==> src/rtl/tag_scan_pkg.sv <==
// Shared types and widths for the tag scan sequencer.
// Imported by the sequencer top and its countdown helper.
package tag_scan_pkg;

    localparam int CHANNEL_W = 5;
    localparam int DWELL_W   = 16;
    localparam int RESULT_W  = 31;
    localparam int CNT_W     = 16;

    typedef enum logic [2:0] {
        IDLE,
        HOLD,
        DWELL,
        CHECK,
        REPORT
    } scan_state_t;

endpackage

==> src/rtl/scan_cycle_counter.sv <==
// Loadable down-counter used for the HOLD and CHECK countdowns.
// zero is high once the loaded count has run out.
module scan_cycle_counter
    import tag_scan_pkg::*;
#(
    parameter int W = CNT_W
) (
    input  logic         clk,
    input  logic         rst_n,
    input  logic         load,
    input  logic         en,
    input  logic [W-1:0] load_val,
    output logic         zero
);

    logic [W-1:0] count;

    // load wins over enable; counting stops at zero
    always_ff @(posedge clk) begin
        if (!rst_n) begin
            count <= '0;
        end else if (load) begin
            count <= load_val;
        end else if (en && count != '0) begin
            count <= count - W'(1);
        end
    end

    assign zero = (count == '0);

endmodule

==> src/rtl/tag_scan_sequencer.sv <==
// Walks a channel range, settling, dwelling and sampling the
// interval checker on each channel, and reports per-channel results.
module tag_scan_sequencer
    import tag_scan_pkg::*;
#(
    parameter int SETTLE_CYCLES = 8,
    parameter int CHECK_DELAY   = 2
) (
    input  logic        clk,
    input  logic        rst_n,
    input  logic        start,
    input  logic        abort,
    input  logic [4:0]  chan_first,
    input  logic [4:0]  chan_last,
    input  logic [15:0] dwell_tags,
    input  logic        valid_tag,
    input  logic [4:0]  channel,
    input  logic [31:0] chk_failed,
    output logic        chk_hold,
    output logic [4:0]  chk_channel_select,
    output logic        busy,
    output logic        done,
    output logic [31:0] fail_mask,
    output logic        result_valid,
    output logic [4:0]  result_channel,
    output logic [30:0] result_time
);

    localparam logic [CNT_W-1:0] SETTLE_LD = CNT_W'(SETTLE_CYCLES - 1);
    localparam logic [CNT_W-1:0] CHECK_LD  = CNT_W'(CHECK_DELAY - 1);

    scan_state_t state;
    scan_state_t state_nxt;

    logic [CHANNEL_W-1:0] cur;
    logic [CHANNEL_W-1:0] last_ch;
    logic [DWELL_W-1:0]   dwell_cnt;
    logic [DWELL_W-1:0]   dwell_tgt;
    logic [DWELL_W-1:0]   dwell_inc;

    logic             cnt_load;
    logic             cnt_en;
    logic [CNT_W-1:0] cnt_val;
    logic             cnt_zero;

    logic abort_hit;
    logic start_scan;
    logic empty_scan;
    logic finish;
    logic next_ch;
    logic take_sample;
    logic dwell_step;
    logic tag_hit;

    assign tag_hit   = valid_tag && (channel == cur);
    assign dwell_inc = dwell_cnt + DWELL_W'(1);
    assign abort_hit = abort && (state != IDLE);

    scan_cycle_counter #(
        .W (CNT_W)
    ) u_cnt (
        .clk      (clk),
        .rst_n    (rst_n),
        .load     (cnt_load),
        .en       (cnt_en),
        .load_val (cnt_val),
        .zero     (cnt_zero)
    );

    // state register
    always_ff @(posedge clk) begin
        if (!rst_n) begin
            state <= IDLE;
        end else begin
            state <= state_nxt;
        end
    end

    // next state and per-cycle control strobes
    always_comb begin
        state_nxt   = state;
        cnt_load    = 1'b0;
        cnt_en      = 1'b0;
        cnt_val     = '0;
        start_scan  = 1'b0;
        empty_scan  = 1'b0;
        finish      = 1'b0;
        next_ch     = 1'b0;
        take_sample = 1'b0;
        dwell_step  = 1'b0;
        if (abort_hit) begin
            state_nxt = IDLE;
        end else begin
            unique case (state)
                IDLE: begin
                    if (start && !abort) begin
                        if (chan_first <= chan_last) begin
                            state_nxt  = HOLD;
                            start_scan = 1'b1;
                            cnt_load   = 1'b1;
                            cnt_val    = SETTLE_LD;
                        end else begin
                            empty_scan = 1'b1;
                        end
                    end
                end
                HOLD: begin
                    if (cnt_zero) begin
                        state_nxt = DWELL;
                    end else begin
                        cnt_en = 1'b1;
                    end
                end
                DWELL: begin
                    if (tag_hit) begin
                        dwell_step = 1'b1;
                        if (dwell_inc == dwell_tgt) begin
                            state_nxt = CHECK;
                            cnt_load  = 1'b1;
                            cnt_val   = CHECK_LD;
                        end
                    end
                end
                CHECK: begin
                    if (cnt_zero) begin
                        state_nxt   = REPORT;
                        take_sample = 1'b1;
                    end else begin
                        cnt_en = 1'b1;
                    end
                end
                REPORT: begin
                    if (cur == last_ch) begin
                        state_nxt = IDLE;
                        finish    = 1'b1;
                    end else begin
                        state_nxt = HOLD;
                        next_ch   = 1'b1;
                        cnt_load  = 1'b1;
                        cnt_val   = SETTLE_LD;
                    end
                end
                default: state_nxt = IDLE;
            endcase
        end
    end

    // scan bookkeeping, dwell count and registered result outputs
    always_ff @(posedge clk) begin
        if (!rst_n) begin
            cur            <= '0;
            last_ch        <= '0;
            dwell_cnt      <= '0;
            dwell_tgt      <= '0;
            done           <= 1'b0;
            fail_mask      <= '0;
            result_valid   <= 1'b0;
            result_channel <= '0;
            result_time    <= '0;
        end else begin
            done         <= abort_hit || empty_scan || finish;
            result_valid <= take_sample;
            if (start_scan) begin
                cur       <= chan_first;
                last_ch   <= chan_last;
                fail_mask <= '0;
                dwell_cnt <= '0;
                dwell_tgt <= (dwell_tags == '0) ? DWELL_W'(1) : dwell_tags;
            end
            if (empty_scan) begin
                fail_mask <= '0;
            end
            if (next_ch) begin
                cur       <= cur + CHANNEL_W'(1);
                dwell_cnt <= '0;
            end
            if (dwell_step) begin
                dwell_cnt <= dwell_inc;
            end
            if (take_sample) begin
                result_channel <= cur;
                result_time    <= chk_failed[31] ? chk_failed[30:0] : '0;
                fail_mask[cur] <= fail_mask[cur] | chk_failed[31];
            end
        end
    end

    assign chk_hold           = !rst_n || state == IDLE || state == HOLD;
    assign busy               = rst_n && state != IDLE;
    assign chk_channel_select = cur;

endmodule

==> config.mk <==
export PLATFORM = sky130hd
export DESIGN_NAME = tag_scan_sequencer
export DESIGN_NICKNAME = d
export VERILOG_FILES = /design/src/rtl/tag_scan_pkg.sv /design/src/rtl/scan_cycle_counter.sv /design/src/rtl/tag_scan_sequencer.sv
export SDC_FILE = /design/constraint.sdc
export NUM_CORES = 1
export LEC_CHECK = 0
export BUFFER_PORTS_ARGS = -buffer_cell sky130_fd_sc_hd__buf_2
export CAP_MARGIN = 20
export CELL_PAD_IN_SITES_DETAIL_PLACEMENT = 0
export CELL_PAD_IN_SITES_GLOBAL_PLACEMENT = 1
export CORE_MARGIN = 3
export CORE_UTILIZATION = 25
export CTS_CLUSTER_DIAMETER = 60
export DETAILED_ROUTE_END_ITERATION = 6
export PLACE_DENSITY_LB_ADDON = 0.1
export SYNTH_ARGS = -nofsm -noshare
export SYNTH_HDL_FRONTEND = slang
export SYNTH_HIERARCHICAL = 1
export SYNTH_SLANG_ARGS = --single-unit
==> constraint.sdc <==
create_clock -name clk -period 4.48 [get_ports clk]
set_clock_uncertainty 0.05 [all_clocks]
set_input_delay 0.672 -clock clk [delete_from_list [all_inputs] [get_ports clk]]
set_output_delay 0.672 -clock clk [all_outputs]
set_load 0.03 [all_outputs]
# Word-level counts from Yosys, hierarchy flattened
# Cells that the tools add are included.
[totals] word_cells=115 output_inout_bits=77 inputBits=68 regBits=131
[classes] reduce_logical=23 n_lt_le_gt_ge=3 add_sub_neg=3 mux=60 bitwise=2 eq_ne=13
[op_table] operator="$mux W32" count=4
[op_table] operator="$mux W16" count=6
[op_table] operator="$bwmux W32" count=1
[op_table] operator="$logic_not A16 Y1" count=2
[op_table] operator="$mux W1" count=31
[op_table] operator="$mux W31" count=1
[op_table] operator="$mux W3" count=10
[op_table] operator="$add A16 B1 Y16 const B" count=1
[op_table] operator="$eq A16 B16 Y1" count=1
[op_table] operator="$reduce_bool A16 Y1" count=1
[op_table] operator="$sub A16 B1 Y16 const B" count=1
[op_table] operator="$pmux W3 S5" count=1
[op_table] operator="$ne A2 B2 Y1 const B" count=6
[op_table] operator="$eq A5 B5 Y1" count=2
[op_table] operator="$mux W5" count=2
[op_table] operator="$pmux W3 S3" count=1
[op_table] operator="$eq A3 B2 Y1 const B" count=2
[op_table] operator="$logic_and A1 B1 Y1" count=6
[op_table] operator="$lt A5 B6 Y1 const B" count=1
[op_table] operator="$reduce_and A6 Y1" count=1
[op_table] operator="$reduce_bool A3 Y1" count=2
[op_table] operator="$add A5 B1 Y5 const B" count=1
[op_table] operator="$bmux W1 S5" count=1
[op_table] operator="$demux W1 S5" count=1
[op_table] operator="other kinds (12)" count=18

# Depth between registers and ports, before layout
[logic_depth] depth_word=10 mapped_depth=14 mapped_depth_nobuf=11

# By module
# Netlist, hierarchy kept.
[by_module_without_submodules] mod="tag_scan_sequencer" cells_each=619 area_per_inst_um2=5540.3 instances=1 seq_area_each_um2=2302.2
[by_module_without_submodules] mod="scan_cycle_counter" cells_each=114 area_per_inst_um2=922.1 instances=1 seq_area_each_um2=320.3

# Worst setup path before layout
# OpenSTA, ideal clock, no wires.
[synth_path] path_type="reg-to-reg" from="reg dwell_cnt[0]" to="reg u_cnt.count[10]" arrival_ns=3.556 period_less_slack_ns=3.676 n_path_buf=4 path_slack_ns=0.804 path_stages_with_launch=15 required_time_ns=4.360 cell_sequence="dfxtp_1 > ha_1 > buf_2 > and3_1 > and3_4 > buf_6 > mux2_4 > o22a_1 > or4_1 > or4_1 > o21ai_1 > inv_1 > clkbuf_1 > clkbuf_1 > a21oi_1"
[synth_between] elab_chain_cells=7 word_cells_on_any_way=8 cone_classes="1 x add/sub; 1 x eq/ne; 5 x mux; 1 x reduce/logical"
[synth_rtl] item="start, declared" line_no="tag_scan_sequencer.sv:37" text="logic [DWELL_W-1:0] dwell_cnt;"
[synth_rtl] item="start signal, assigned" line_no="tag_scan_sequencer.sv:178" text="dwell_cnt <= dwell_inc;"
[synth_rtl] item="$add A16 B1 Y16 (*)" line_no="tag_scan_sequencer.sv:56" text="assign dwell_inc = dwell_cnt + DWELL_W'(1);"
[synth_rtl] item="$eq A16 B16 Y1 (*)" line_no="tag_scan_sequencer.sv:117" text="if (dwell_inc == dwell_tgt) begin"
[synth_rtl] item="$mux W1 (*)" line_no="tag_scan_sequencer.sv:117"
[synth_rtl] item="$mux W1 (*)" line_no="tag_scan_sequencer.sv:115" text="if (tag_hit) begin"
[synth_rtl] item="$pmux W1 S3 (*)" line_no="tag_scan_sequencer.sv:94" text="unique case (state)"
[synth_rtl] item="$mux W1 (*)" line_no="tag_scan_sequencer.sv:91" text="if (abort_hit) begin"
[synth_rtl] item="net cnt_load" line_no="tag_scan_sequencer.sv:41" text="logic cnt_load;"
[synth_rtl] item="$mux W16 or $reduce_bool A2 Y1 (tied branches)"
[synth_rtl] item="end signal, assigned" line_no="scan_cycle_counter.sv:23" text="count <= load_val;"
[synth_rtl] item="end signal, assigned" line_no="scan_cycle_counter.sv:25" text="count <= count - W'(1);"
[synth_rtl] item="end, declared" line_no="scan_cycle_counter.sv:16" text="logic [W-1:0] count;"
# The timed path passes the listed nets; every way through them passes the cells marked *.
# A chain may end at the register's enable or synchronous reset.

# Worst setup path after layout
[layout_path] from="reg dwell_cnt[0]" to="reg u_cnt.count[13]"
# The elaborated chain is that of the path after synthesis.

==> flow_summary.json <==
{
  "fillers": 2675,
  "io_pins": 145,
  "die_h_um": 167,
  "internal-power_mw": 2.13,
  "synth_top_cell_area_share": 0.406,
  "rsz0062_at_grt": "no",
  "synth-seq-area-share": 0.406,
  "p_total_mw": 2.99,
  "synth-edff-count": 0,
  "tightest_slew_ps": 759,
  "slew_violations": 0,
  "cts.path.max_buffers": 2,
  "wl_um": 20500,
  "gr-total-overflow": 0,
  "fin_area_um2": 8170,
  "drc": 0,
  "grt_pass1_vias": 5841,
  "p_clk_frac": 0.485,
  "post_cts_buffers": 0,
  "crit_arrival_ps": 4280,
  "holdCritPathClass": "in -> reg",
  "num_vias": 5906,
  "post-place-ws_ps": 477,
  "ys_ff_latch": 131,
  "critPathSlowestCell": "or4_1",
  "max_stage_delay_ps": 540,
  "firstDrtPassIters": 5,
  "antenna_found_initial": 1,
  "root_buffer": "clkbuf_16",
  "multiInputGateArea_um2": 3580,
  "clk_latency_ps": 430,
  "cts_buffers": 17,
  "synth_area_leader_cell": "dfxtp_1",
  "netSwitchingPower_uw": 861,
  "cts_num_sinks": 131,
  "fp-row-count": 58,
  "endpoint_kind": "flop",
  "cp-start-kind": "flop",
  "final_cell_mix": "buf_2, dfxtp_1, nand2_1",
  "synth_ff_type": "dfxtp_1",
  "die_x_um": 167,
  "syn-instance-count": 733,
  "min_period_ps": 4030,
  "yosys-top-cells-area": "dfxtp_1, o21ai_0, nand2_1, o211ai_1, a22o_1",
  "coreArea_um2": 25300,
  "power_frac_comb": 0.105,
  "syn_area_per_cell_um2": 8.82,
  "post_dp_cell_area_um2": 7530,
  "antenna_cells": 0,
  "register_area_um2": 2620,
  "crit_chain": "ha_1, and3_1, and3_4, mux2_4, o22a_1, or4_1, or4_1, o21ai_1, inv_1, buf_4, o21ai_0, a21oi_1",
  "worst_hold_slack_ps": 418,
  "setup_ws_ps": 447,
  "cts_resized": 0,
  "area_delta_synth_final_pct": 26.4,
  "drt-vias-per-instance": 4.87,
  "dieArea_um2": 27800,
  "max_freq_mhz": 248,
  "seqPwrFrac": 0.410,
  "status": "completed",
  "cts_tree": "done",
  "start_util": 0.255,
  "postCtsHoldBufs": 0,
  "timing.final.crit_share": 0.900,
  "ir_drop_mv": 0.269,
  "powerDensity_nw_per_um2": 366,
  "path_class": "reg -> reg",
  "drive_gt1_frac": 0.246,
  "slew_headroom": 0.490,
  "syn_area_um2": 6460,
  "cap_violations": 0,
  "cp_max_fo": 29,
  "hpwl_um": 14400,
  "hold_viol": 0,
  "power_leakage_nw": 3.23,
  "crit_path_frequent_cell": "or4_1",
  "nets": 948,
  "grt_start_max_net_pins": 39,
  "yosysWarnings": 6,
  "first_iter_violations": 279,
  "cts.clk_slew.worst_paths_ps": 70,
  "p_sw_frac": 0.288,
  "gp_congestion": 0.784,
  "port_buffers": 144,
  "ys_types": 68,
  "layout_commonest_cell": "buf_2",
  "cts_htree_levels": 4,
  "synthArstFlopShare": 0,
  "avgRoutedWirePerCell_um": 16.9,
  "ant_nets": 0,
  "grt_usage": 0.146,
  "setup_viol": 0,
  "required_ps": 4720,
  "tns_ps": 0,
  "grt_pass1_wl_um": 32600
}
-- worst max-delay path: cells and delay by family, from the launching register on --
family / cells / cell delay (ps)
buffers and inverters: 2 / 310
and+or+nand+nor: 4 / 1660
AOI/OAI and AO/OA: 4 / 800
muxes: 1 / 300
DFF: 1 / 440
adders and majority gates: 1 / 340
-- power groups by stage --
stage	Clock, mW	Sequential [mW]	Combinational (mW)
global route	1.54	1.23	0.354
global placement	0	1.25	0.309
floorplan	0	1.25	0.208
detailed placement	0	1.25	0.312
CTS	1.50	1.23	0.313
finish	1.45	1.23	0.314
-- routing by layer --
metal  GRT usage  vias up  routed length [µm]
li1            -     2934                   -
met1       0.204     2791               10400
met2       0.225      169                8930
met3      0.0363       10                1040
met4      0.0366        2                 139
met5           0        -                  13
-- final cells by class --
type | instances | share of cell area
multi-input cells | 543 | 0.439
flip-flops and latches | 131 | 0.321
repair buffers | 162 | 0.108
clock buffers | 17 | 0.0521
well taps | 330 | 0.0506
clock inverters | 15 | 0.0225
inverters | 14 | 0.00644
-- stage by stage --
step,utilization,std cells
global placement,0.297,1178
detailed placement,0.297,1179
finish,0.322,1212
CTS,0.321,1211
floorplan,-,745
global route,0.322,1212
-- flip-flops by register name, indices dropped and copies added, names as in the netlist --
register	count
dwell_cnt	16
done	1
result_channel	5
result_time	31
result_valid	1
state	3
fail_mask	32
u_cnt/count	16
dwell_tgt	16
last_ch	5
chk_channel_select	5
-- cells by family (layout without fill, tap and decap cells) --
logic type,count (synthesis),after routing,share of synthesized area
compound gates,228,228,0.233
xor+xnor,40,40,0.0542
fa+ha+maj,11,11,0.0213
buf+inv,71,208,0.0480
flops,131,131,0.406
mux,20,20,0.0474
other cells,1,13,0.000580
simple gates,231,231,0.189
-- synth_stat cells (all sizes together) (14+ instances only) --
cell type,n
a21boi,22
a21oi,34
a22o,31
buf,14
clkbuf,43
dfxtp,131
inv,14
nand2,80
nand3,19
nor2,31
nor2b,20
nor3,14
o211ai,37
o21ai,65
xnor2,31
-- path summary, 6_finish.rpt --
path	from	to	slack [ps]	cells past startpoint
hold / removal	chk_failed[13]	result_time[13]$_SDFFE_PN0P_	420	2
setup reg to reg	dwell_cnt[0]$_SDFFE_PN0P_	u_cnt/count[13]$_SDFFE_PN0P_	450	12
setup / recovery	dwell_cnt[0]$_SDFFE_PN0P_	u_cnt/count[13]$_SDFFE_PN0P_	450	12
hold reg to reg	result_time[9]$_SDFFE_PN0P_	result_time[9]$_SDFFE_PN0P_	420	1
Power figures use the tool's default switching activity.
